==> config.mk <==
export PLATFORM = sky130hd
export DESIGN_NAME = tx_share_arbiter
export DESIGN_NICKNAME = d
export VERILOG_FILES = /design/src/rtl/tx_share_arbiter.sv
export SDC_FILE = /design/constraint.sdc
export NUM_CORES = 1
export LEC_CHECK = 0
export CORE_MARGIN = 4
export CORE_UTILIZATION = 30
export DETAILED_ROUTE_END_ITERATION = 10
export SYNTH_ARGS = -nofsm -noshare
export SYNTH_HDL_FRONTEND = slang
export SYNTH_SLANG_ARGS = --single-unit
==> constraint.sdc <==
create_clock -name clock_i -period 1.73 [get_ports clock_i]
set_clock_uncertainty 0.05 [all_clocks]
set_input_delay 0.346 -clock clock_i [delete_from_list [all_inputs] [get_ports clock_i]]
set_output_delay 0.346 -clock clock_i [all_outputs]
set_load 0.005 [all_outputs]
==> src/rtl/tx_share_arbiter.sv <==
// Round-robin sharing of one byte-serial transmitter among NREQ producers.
// Sequences load -> send -> wait-for-end per grant, aborting stalled transfers on timeout.
module tx_share_arbiter #(
   parameter int NREQ    = 4,
   parameter int TIMEOUT = 1200,
   parameter int CW      = 11
) (
   input  logic              clock_i,
   input  logic              reset_i,
   input  logic [NREQ-1:0]   req_i,
   input  logic [8*NREQ-1:0] req_data_i,
   output logic [NREQ-1:0]   gnt_o,
   output logic [NREQ-1:0]   done_o,
   output logic [NREQ-1:0]   err_o,
   input  logic              dsr_i,
   output logic              tx_load_o,
   output logic [7:0]        tx_data_o,
   output logic              tx_send_o,
   input  logic              tx_end_i,
   output logic              tx_abort_o,
   output logic [7:0]        err_cnt_o,
   output logic              busy_o
);

   localparam int IW = (NREQ > 1) ? $clog2(NREQ) : 1;
   localparam logic [IW:0]   NREQ_W   = (IW+1)'(NREQ);
   localparam logic [IW-1:0] LAST_IDX = IW'(NREQ - 1);
   localparam logic [CW-1:0] TMAX     = CW'(TIMEOUT - 1);

   typedef enum logic [2:0] {
      S_IDLE, S_LOAD, S_SEND_WAIT, S_WAIT_END, S_DONE, S_ABORT
   } state_t;

   state_t          state_q, state_d;
   logic [IW-1:0]   idx_q, idx_d;
   logic [IW-1:0]   rr_ptr_q, rr_ptr_d;
   logic [CW-1:0]   timer_q, timer_d;
   logic [7:0]      data_q, data_d;
   logic [7:0]      err_cnt_q, err_cnt_d;

   logic [NREQ-1:0] req_rot;
   logic [IW-1:0]   pick_off;
   logic [IW:0]     pick_sum;
   logic [IW-1:0]   pick;
   logic            any_req;
   logic [NREQ-1:0] onehot;
   logic [7:0]      sel_byte;
   logic [IW-1:0]   idx_next;
   logic            timeout;

   // Rotate requests so bit k corresponds to requester (rr_ptr + k) mod NREQ.
   assign req_rot = NREQ'({req_i, req_i} >> rr_ptr_q);

   always_comb begin
      pick_off = '0;
      any_req  = 1'b0;
      for (int k = NREQ - 1; k >= 0; k--) begin
         if (req_rot[k]) begin
            pick_off = IW'(k);
            any_req  = 1'b1;
         end
      end
   end

   assign pick_sum = {1'b0, rr_ptr_q} + {1'b0, pick_off};
   assign pick     = (pick_sum >= NREQ_W) ? IW'(pick_sum - NREQ_W) : pick_sum[IW-1:0];
   assign idx_next = (idx_q == LAST_IDX) ? '0 : idx_q + IW'(1);
   assign onehot   = NREQ'(1) << idx_q;
   assign sel_byte = req_data_i[{idx_q, 3'b000} +: 8];
   assign timeout  = (timer_q == TMAX);

   always_ff @(posedge clock_i or posedge reset_i) begin
      if (reset_i) begin
         state_q   <= S_IDLE;
         idx_q     <= '0;
         rr_ptr_q  <= '0;
         timer_q   <= '0;
         data_q    <= '0;
         err_cnt_q <= '0;
      end else begin
         state_q   <= state_d;
         idx_q     <= idx_d;
         rr_ptr_q  <= rr_ptr_d;
         timer_q   <= timer_d;
         data_q    <= data_d;
         err_cnt_q <= err_cnt_d;
      end
   end

   always_comb begin
      state_d   = state_q;
      idx_d     = idx_q;
      rr_ptr_d  = rr_ptr_q;
      timer_d   = timer_q;
      data_d    = data_q;
      err_cnt_d = err_cnt_q;
      unique case (state_q)
         S_IDLE: begin
            if (any_req) begin
               idx_d   = pick;
               state_d = S_LOAD;
            end
         end
         S_LOAD: begin
            data_d  = sel_byte;
            timer_d = '0;
            state_d = S_SEND_WAIT;
         end
         // A dsr or tx_end arriving on the timeout cycle still wins.
         S_SEND_WAIT: begin
            if (dsr_i)        state_d = S_WAIT_END;
            else if (timeout) state_d = S_ABORT;
            else              timer_d = timer_q + CW'(1);
         end
         S_WAIT_END: begin
            if (tx_end_i)     state_d = S_DONE;
            else if (timeout) state_d = S_ABORT;
            else              timer_d = timer_q + CW'(1);
         end
         S_DONE: begin
            rr_ptr_d = idx_next;
            state_d  = S_IDLE;
         end
         S_ABORT: begin
            rr_ptr_d  = idx_next;
            err_cnt_d = (err_cnt_q == 8'hFF) ? err_cnt_q : err_cnt_q + 8'd1;
            state_d   = S_IDLE;
         end
         default: state_d = S_IDLE;
      endcase
   end

   assign gnt_o      = (state_q != S_IDLE)  ? onehot : '0;
   assign done_o     = (state_q == S_DONE)  ? onehot : '0;
   assign err_o      = (state_q == S_ABORT) ? onehot : '0;
   assign tx_load_o  = (state_q == S_LOAD);
   assign tx_send_o  = (state_q == S_SEND_WAIT) && dsr_i;
   assign tx_abort_o = (state_q == S_ABORT);
   assign tx_data_o  = (state_q == S_LOAD) ? sel_byte : data_q;
   assign err_cnt_o  = err_cnt_q;
   assign busy_o     = (state_q != S_IDLE);

endmodule

==> flow_summary.yaml, run 1 <==
routing:
  firstDrtPassIters: 4
  route.vias.total: 2172
  wirelength_mm: 6.16
  drc_errors: 0
  avgRoutedWirePerCell_microns: 14.0
  via_per_inst: 4.94
  final_antenna_net_count: 0
  drt_iter0_drc: 114
floorplanning:
  chipWidth_microns: 93.5
  rows: 30
  core_area_sq_um: 6940
  boundaryPins: 72
  initial_utilization_pct: 31.6
  die_h_microns: 93.5
  die_area_sq_um: 8750
setup_path:
  start_kind: "register"
  critical_path.max_fanout: 4
  crit_path_max_incr_delay_ps: 490
  reg2reg_depth: 10
  cp_num_buf_inv: 3
  required_ps: 1330
  crit_cells: 5
  critPathArrivalTime_ps: 1780
  cpLargestDelayFamily: "multiplexers"
  endpoint_kind: "output port"
  path_cells: "buf_12 -> buf_8 -> mux4_2 -> mux2_4 -> buf_6"
  crit_path_top_delay_cell: "mux4_2"
  path_class: "reg -> out"
status:
  outcome: "finished, violations left"
  failed_checks: "setup timing"
clock_network:
  htree_levels: 2
  cts_tree: "built"
  max-clock-path-buffers: 2
  cts_sinks: 34
  clk_pin_slew_worst_paths_ps: 70
  hold_buffers: 0
  insertion_delay_ps: 290
  cts_buffers: 5
  cts-root-buf: "clkbuf_8"
global_routing:
  grt_pass1_vias: 2190
  grt.total_usage_pct: 14.3
  grt_overflow: 0
  grt_max_degree: 35
  antenna_found_initial: 0
  grt_pass1_wl_mm: 10.0
hold_path:
  hold_path.class: "in -> async"
power:
  ir_drop_mv: 0.779
  p_leak_nw: 1.76
  p_per_area_nw_per_um2: 1440
sta:
  timing.final.crit_share_pct: 126
  hold_violations: 0
  layout_setup_ws_ps: -446
  finalMaxSlewViolations: 0
  worst_pin_slew_ps: 240
  min_period_ps: 2180
  setup_viol: 32
  setup-tns-final_ps: -8130
  max_slew_margin_pct: 84.0
  fmax_ghz: 0.460
  grt_setup_unrepaired: "true"
layout:
  n_antenna_cell: 0
  fillers: 565
  fin_nets: 390
  area_growth_pct: 80.0
  drive_above_1_share_pct: 47.1
logic_synthesis:
  yosys.area.top_type: "dfrtp_1"
  ys.flop_type: "dfrtp_1"
  syn_area_per_cell_sq_um: 10.4
  ys_top_cells_by_area: "dfrtp_1, mux4_2, mux2_2"
  netlist_instances: 211
  synth_seq_cells: 34
  yosysWarnings: 0
  async_flop_share_pct: 100
  ys_seq_area_share_pct: 38.8
  syn_area_sq_um: 2190
  yosys.area.top_type_share_pct: 38.8
  syn_nets: 258
  synth_edf_count: 0
  synth_cell_type_count: 47
placement:
  gp_congestion: 0.830
  port_buffers: 71
  place_hpwl_mm: 4.40
  dp_slack_ps: -640
run:
  cap_violations: 0
synthesized netlist by cell type (all sizes together) (5+ instances only):
cell and instances:
inv 6, and3 8, nand2b 6, o21ai 6, nand2 16, xnor2 5, a21oi 8, ha 7
buf 9, and2 8, mux4 9, nand4 8, nor2 10, nand3 6, mux2 10, dfrtp 34
power breakdown:
| group | switching [W] | total [W] | internal, W |
|---|---|---|---|
| Clock | 0.000294 | 0.000614 | 0.000320 |
| Combinational | 0.00144 | 0.00383 | 0.00239 |
| Sequential | 0.000193 | 0.00125 | 0.00106 |
| Total | 0.00192 | 0.00570 | 0.00377 |
layout make-up:
| type | instances | area [sq um] | area share, % |
|---|---|---|---|
| Tap cell | 96 | 120 | 3.04 |
| Clock buffer | 6 | 82.6 | 2.09 |
| Inverter | 6 | 37.5 | 0.950 |
| Multi-Input combinational cell | 158 | 1490 | 37.6 |
| Clock inverter | 2 | 12.5 | 0.317 |
| Timing Repair Buffer | 138 | 1360 | 34.4 |
| Sequential cell | 34 | 855 | 21.6 |
kinds of logic (layout without fill, tap and decap cells):
group / count (synthesis) / in the layout / share of synthesized area [%]
xor gates and xnor gates: 9 / 9 / 3.59
muxes: 22 / 22 / 15.7
DFF: 34 / 34 / 38.8
buffers and inverters: 19 / 152 / 4.16
and+or+nand+nor: 87 / 87 / 23.5
AOI/OAI and AO/OA: 33 / 33 / 10.2
adders and majority gates: 7 / 7 / 3.99
state kept, by name (all words and copies together) (netlist names):
signal,cells
timer_q,11
rr_ptr_q,2
idx_q,2
err_cnt_o,8
data_q,8
state_q,3
through the flow:
step | power [W] | util [%] | cells | cell area (sq um) | hold slack (ps)
6_report | 0.00570 | 56.9 | 440 | 3950 | 352
5_1_grt | 0.00609 | 56.9 | 440 | 3950 | 383
4_1_cts | 0.00533 | 53.7 | 431 | 3730 | 358
3_5_place_dp | 0.00387 | 47.1 | 401 | 3270 | 436
3_3_place_gp | 0.00384 | 47.1 | 401 | 3270 | 432
2_1_floorplan | 0.00263 | - | 211 | 2210 | 396
cell usage in the layout (no fill, tap or decap), drive strengths merged, types with 5 or more instances in the layout:
| cell type | count |
|---|---|
| nand2 | 16 |
| clkbuf | 7 |
| and2 | 8 |
| a21oi | 8 |
| nor2 | 10 |
| nand4 | 8 |
| dfrtp | 34 |
| o21ai | 6 |
| ha | 7 |
| xnor2 | 5 |
| nand2b | 6 |
| mux2 | 10 |
| nand3 | 6 |
| inv | 6 |
| buf | 90 |
| clkdlybuf4s50 | 43 |
| mux4 | 9 |
| and3 | 8 |
routing by layer:
metal | wire [microns] | track usage, % | vias to the layer above | share of wire (%)
li1 | - | - | 1043 | -
met3 | 408 | 4.18 | 8 | 6.6
met1 | 2580 | 17.8 | 1059 | 42
met4 | 56 | 3.61 | 0 | 0.91
met5 | 0 | 0 | - | 0
met2 | 3120 | 24.2 | 62 | 51
worst paths after layout:
| check | startpoint | endpoint | slack [ps] |
|---|---|---|---|
| setup / recovery | idx_q[0] | tx_data_o[5] | -450 |
| hold / removal | reset_i | timer_q[4] | 350 |
| setup reg to reg | state_q[0] | timer_q[9] | -250 |
| hold reg to reg | data_q[4] | data_q[4] | 450 |
| max in group asynchronous | reset_i | err_cnt_o[3] | 1080 |
| min in group clock_i | data_q[4] | data_q[4] | 450 |
worst min-delay path: stages:
cell,delay (ps)
clkdlybuf4s50_1,390
inv_1,90
buf_12,220
timing repair:
action,in CTS,in global routing
pin swaps,14,24
hold endpoints to repair,0,0
gates resized for setup,150,61
buffers inserted,23,15
setup endpoints to repair,25,38
Note: power is estimated with default switching activity, not from simulation.
==> run 2, diff against run 1 <==
- SETUP_SLACK_MARGIN: unset -> 0.02
==> run 2 against run 1 <==
Compared with the run above:
- the run still ends with setup timing left
- wire length rose by 5.2%
- critical path depth is 1 lower
- utilization down 0.14 points
- die area stayed put
- sequential share of layout area is 0.12 points higher
- via count down 1.8%
- register-to-register slack improved by 100 ps
- cell count is 1.6% lower
- global-route usage up 0.23 points
==> flow_summary.yaml, run 2 (synthesis gave the netlist of run 1 again) <==
status:
  outcome: "finished, violations left"
  failed_checks: "setup timing"
floorplanning:
  die_area_sq_um: 8750
  chipWidth_microns: 93.5
  rows: 30
  initial_utilization_pct: 31.6
  core_area_sq_um: 6940
  die_h_microns: 93.5
  boundaryPins: 72
placement:
  port_buffers: 71
  dp_slack_ps: -643
  place_hpwl_mm: 4.34
  gp_congestion: 0.799
sta:
  hold_violations: 0
  whs_ps: 358
  setup_viol: 31
  fmax_ghz: 0.468
  layout_setup_ws_ps: -408
  setup-tns-final_ps: -7760
  max_slew_margin_pct: 80.9
  worst_pin_slew_ps: 286
  finalMaxSlewViolations: 0
  timing.final.crit_share_pct: 124
  grt_setup_unrepaired: "true"
  min_period_ps: 2140
clock_network:
  cts_buffers: 5
  cts_tree: "built"
  htree_levels: 2
  hold_buffers: 0
  max-clock-path-buffers: 2
  cts-root-buf: "clkbuf_8"
  cts_sinks: 34
  clk_pin_slew_worst_paths_ps: 70
  insertion_delay_ps: 300
routing:
  drc_errors: 0
  firstDrtPassIters: 4
  avgRoutedWirePerCell_microns: 15.0
  wirelength_mm: 6.48
  route.vias.total: 2132
  final_antenna_net_count: 0
  via_per_inst: 4.92
  drt_iter0_drc: 103
layout:
  largest_reg_flops: 11
  fin_nets: 383
  final_common_cell: "clkdlybuf4s50_1"
  multi_input_area_sq_um: 1530
  drive_above_1_share_pct: 48.1
  fillers: 584
  seq_area_sq_um: 857
  top_register: "timer_q"
  n_antenna_cell: 0
  area_growth_pct: 79.5
  final_cell_mix: "clkdlybuf4s50_1, buf_6, buf_4"
setup_path:
  start_kind: "register"
  endpoint_kind: "output port"
  r2r_slack_ps: -150
  required_ps: 1330
  critical_path.max_fanout: 5
  path_class: "reg -> out"
  critPathArrivalTime_ps: 1740
  startpoint: "idx_q[0]"
  endpoint: "tx_data_o[5]"
  reg2reg_depth: 9
  reg2reg_from: "state_q[1]"
  r2r-end: "timer_q[6]"
global_routing:
  grt_overflow: 0
  grt.total_usage_pct: 14.5
  grt_pass1_wl_mm: 9.92
  grt_pass1_vias: 2114
  grt_max_degree: 35
  antenna_found_initial: 0
power:
  p_per_area_nw_per_um2: 1460
  p_leak_nw: 1.72
  ir_drop_mv: 0.790
hold_path:
  hold_path.class: "in -> async"
run:
  cap_violations: 0
[run 2: cell types whose count changed in the layout (fill, tap and decap cells not counted), sizes merged]
cell           previous run  this run
bufinv                    0         1
clkdlybuf4s50            43        42
clkinv                    1         0
dlygate4sd2               4         5
inv                       6         7
clkbuf                    7         8
buf                      90        80
clkdlybuf4s15             0         1
[run 2: final cells by class]
cell class	instances	area share [%]
clock buffer	6	1.84
timing repair buffer	130	32.5
timing repair inverter	1	0.159
clock inverter	2	0.953
sequential	34	21.8
tap	96	3.05
multi-input combinational	158	38.8
inverter	6	0.953
[run 2: worst max-delay path: stages (launching register included)]
cell     delay [ps]
dfrtp_2         410
buf_12          130
mux4_2          500
mux2_4          280
buf_6           120
[run 2: how the worst min path moves through the flow]
| stage | from | slack, ps | endpoint | depth (start not counted) |
|---|---|---|---|---|
| after floorplan | tx_end_i | 400 | state_q[1] | 1 |
| after global placement | data_q[4] | 430 | data_q[4] | 1 |
| after CTS | reset_i | 350 | data_q[1] | 3 |
| after global routing | reset_i | 390 | rr_ptr_q[0] | 3 |
| after detailed placement | data_q[6] | 430 | data_q[6] | 1 |
| final | reset_i | 360 | rr_ptr_q[1] | 3 |
[run 2: layer usage]
| layer | part of all wire (%) | track usage [%] |
|---|---|---|
| met1 | 42 | 17.5 |
| met5 | 0 | 0 |
| met4 | 1.5 | 5.05 |
| met2 | 50 | 24.3 |
| met3 | 6.8 | 4.59 |
[run 2: timing repair]
item | 4_1_cts | 5_1_grt
cloned | 2 | 0
setup endpoints to repair | 29 | 41
pin swaps | 19 | 15
buffers inserted | 17 | 15
resized for setup | 164 | 46
[run 2: through the flow]
step	area [sq um]	std cells	power, W	utilization, %
after CTS	3690	422	0.00539	53.2
after detailed placement	3240	395	0.00387	46.6
after floorplan	2220	211	0.00269	-
after global routing	3940	433	0.00613	56.7
after global placement	3240	395	0.00383	46.6
final	3940	433	0.00577	56.7
[run 2: power by group]
group          total (W)  switching [W]  internal (W)
sequential       0.00128       0.000220       0.00106
combinational    0.00374        0.00144       0.00230
clock           0.000749       0.000318      0.000430
total            0.00577        0.00198       0.00379
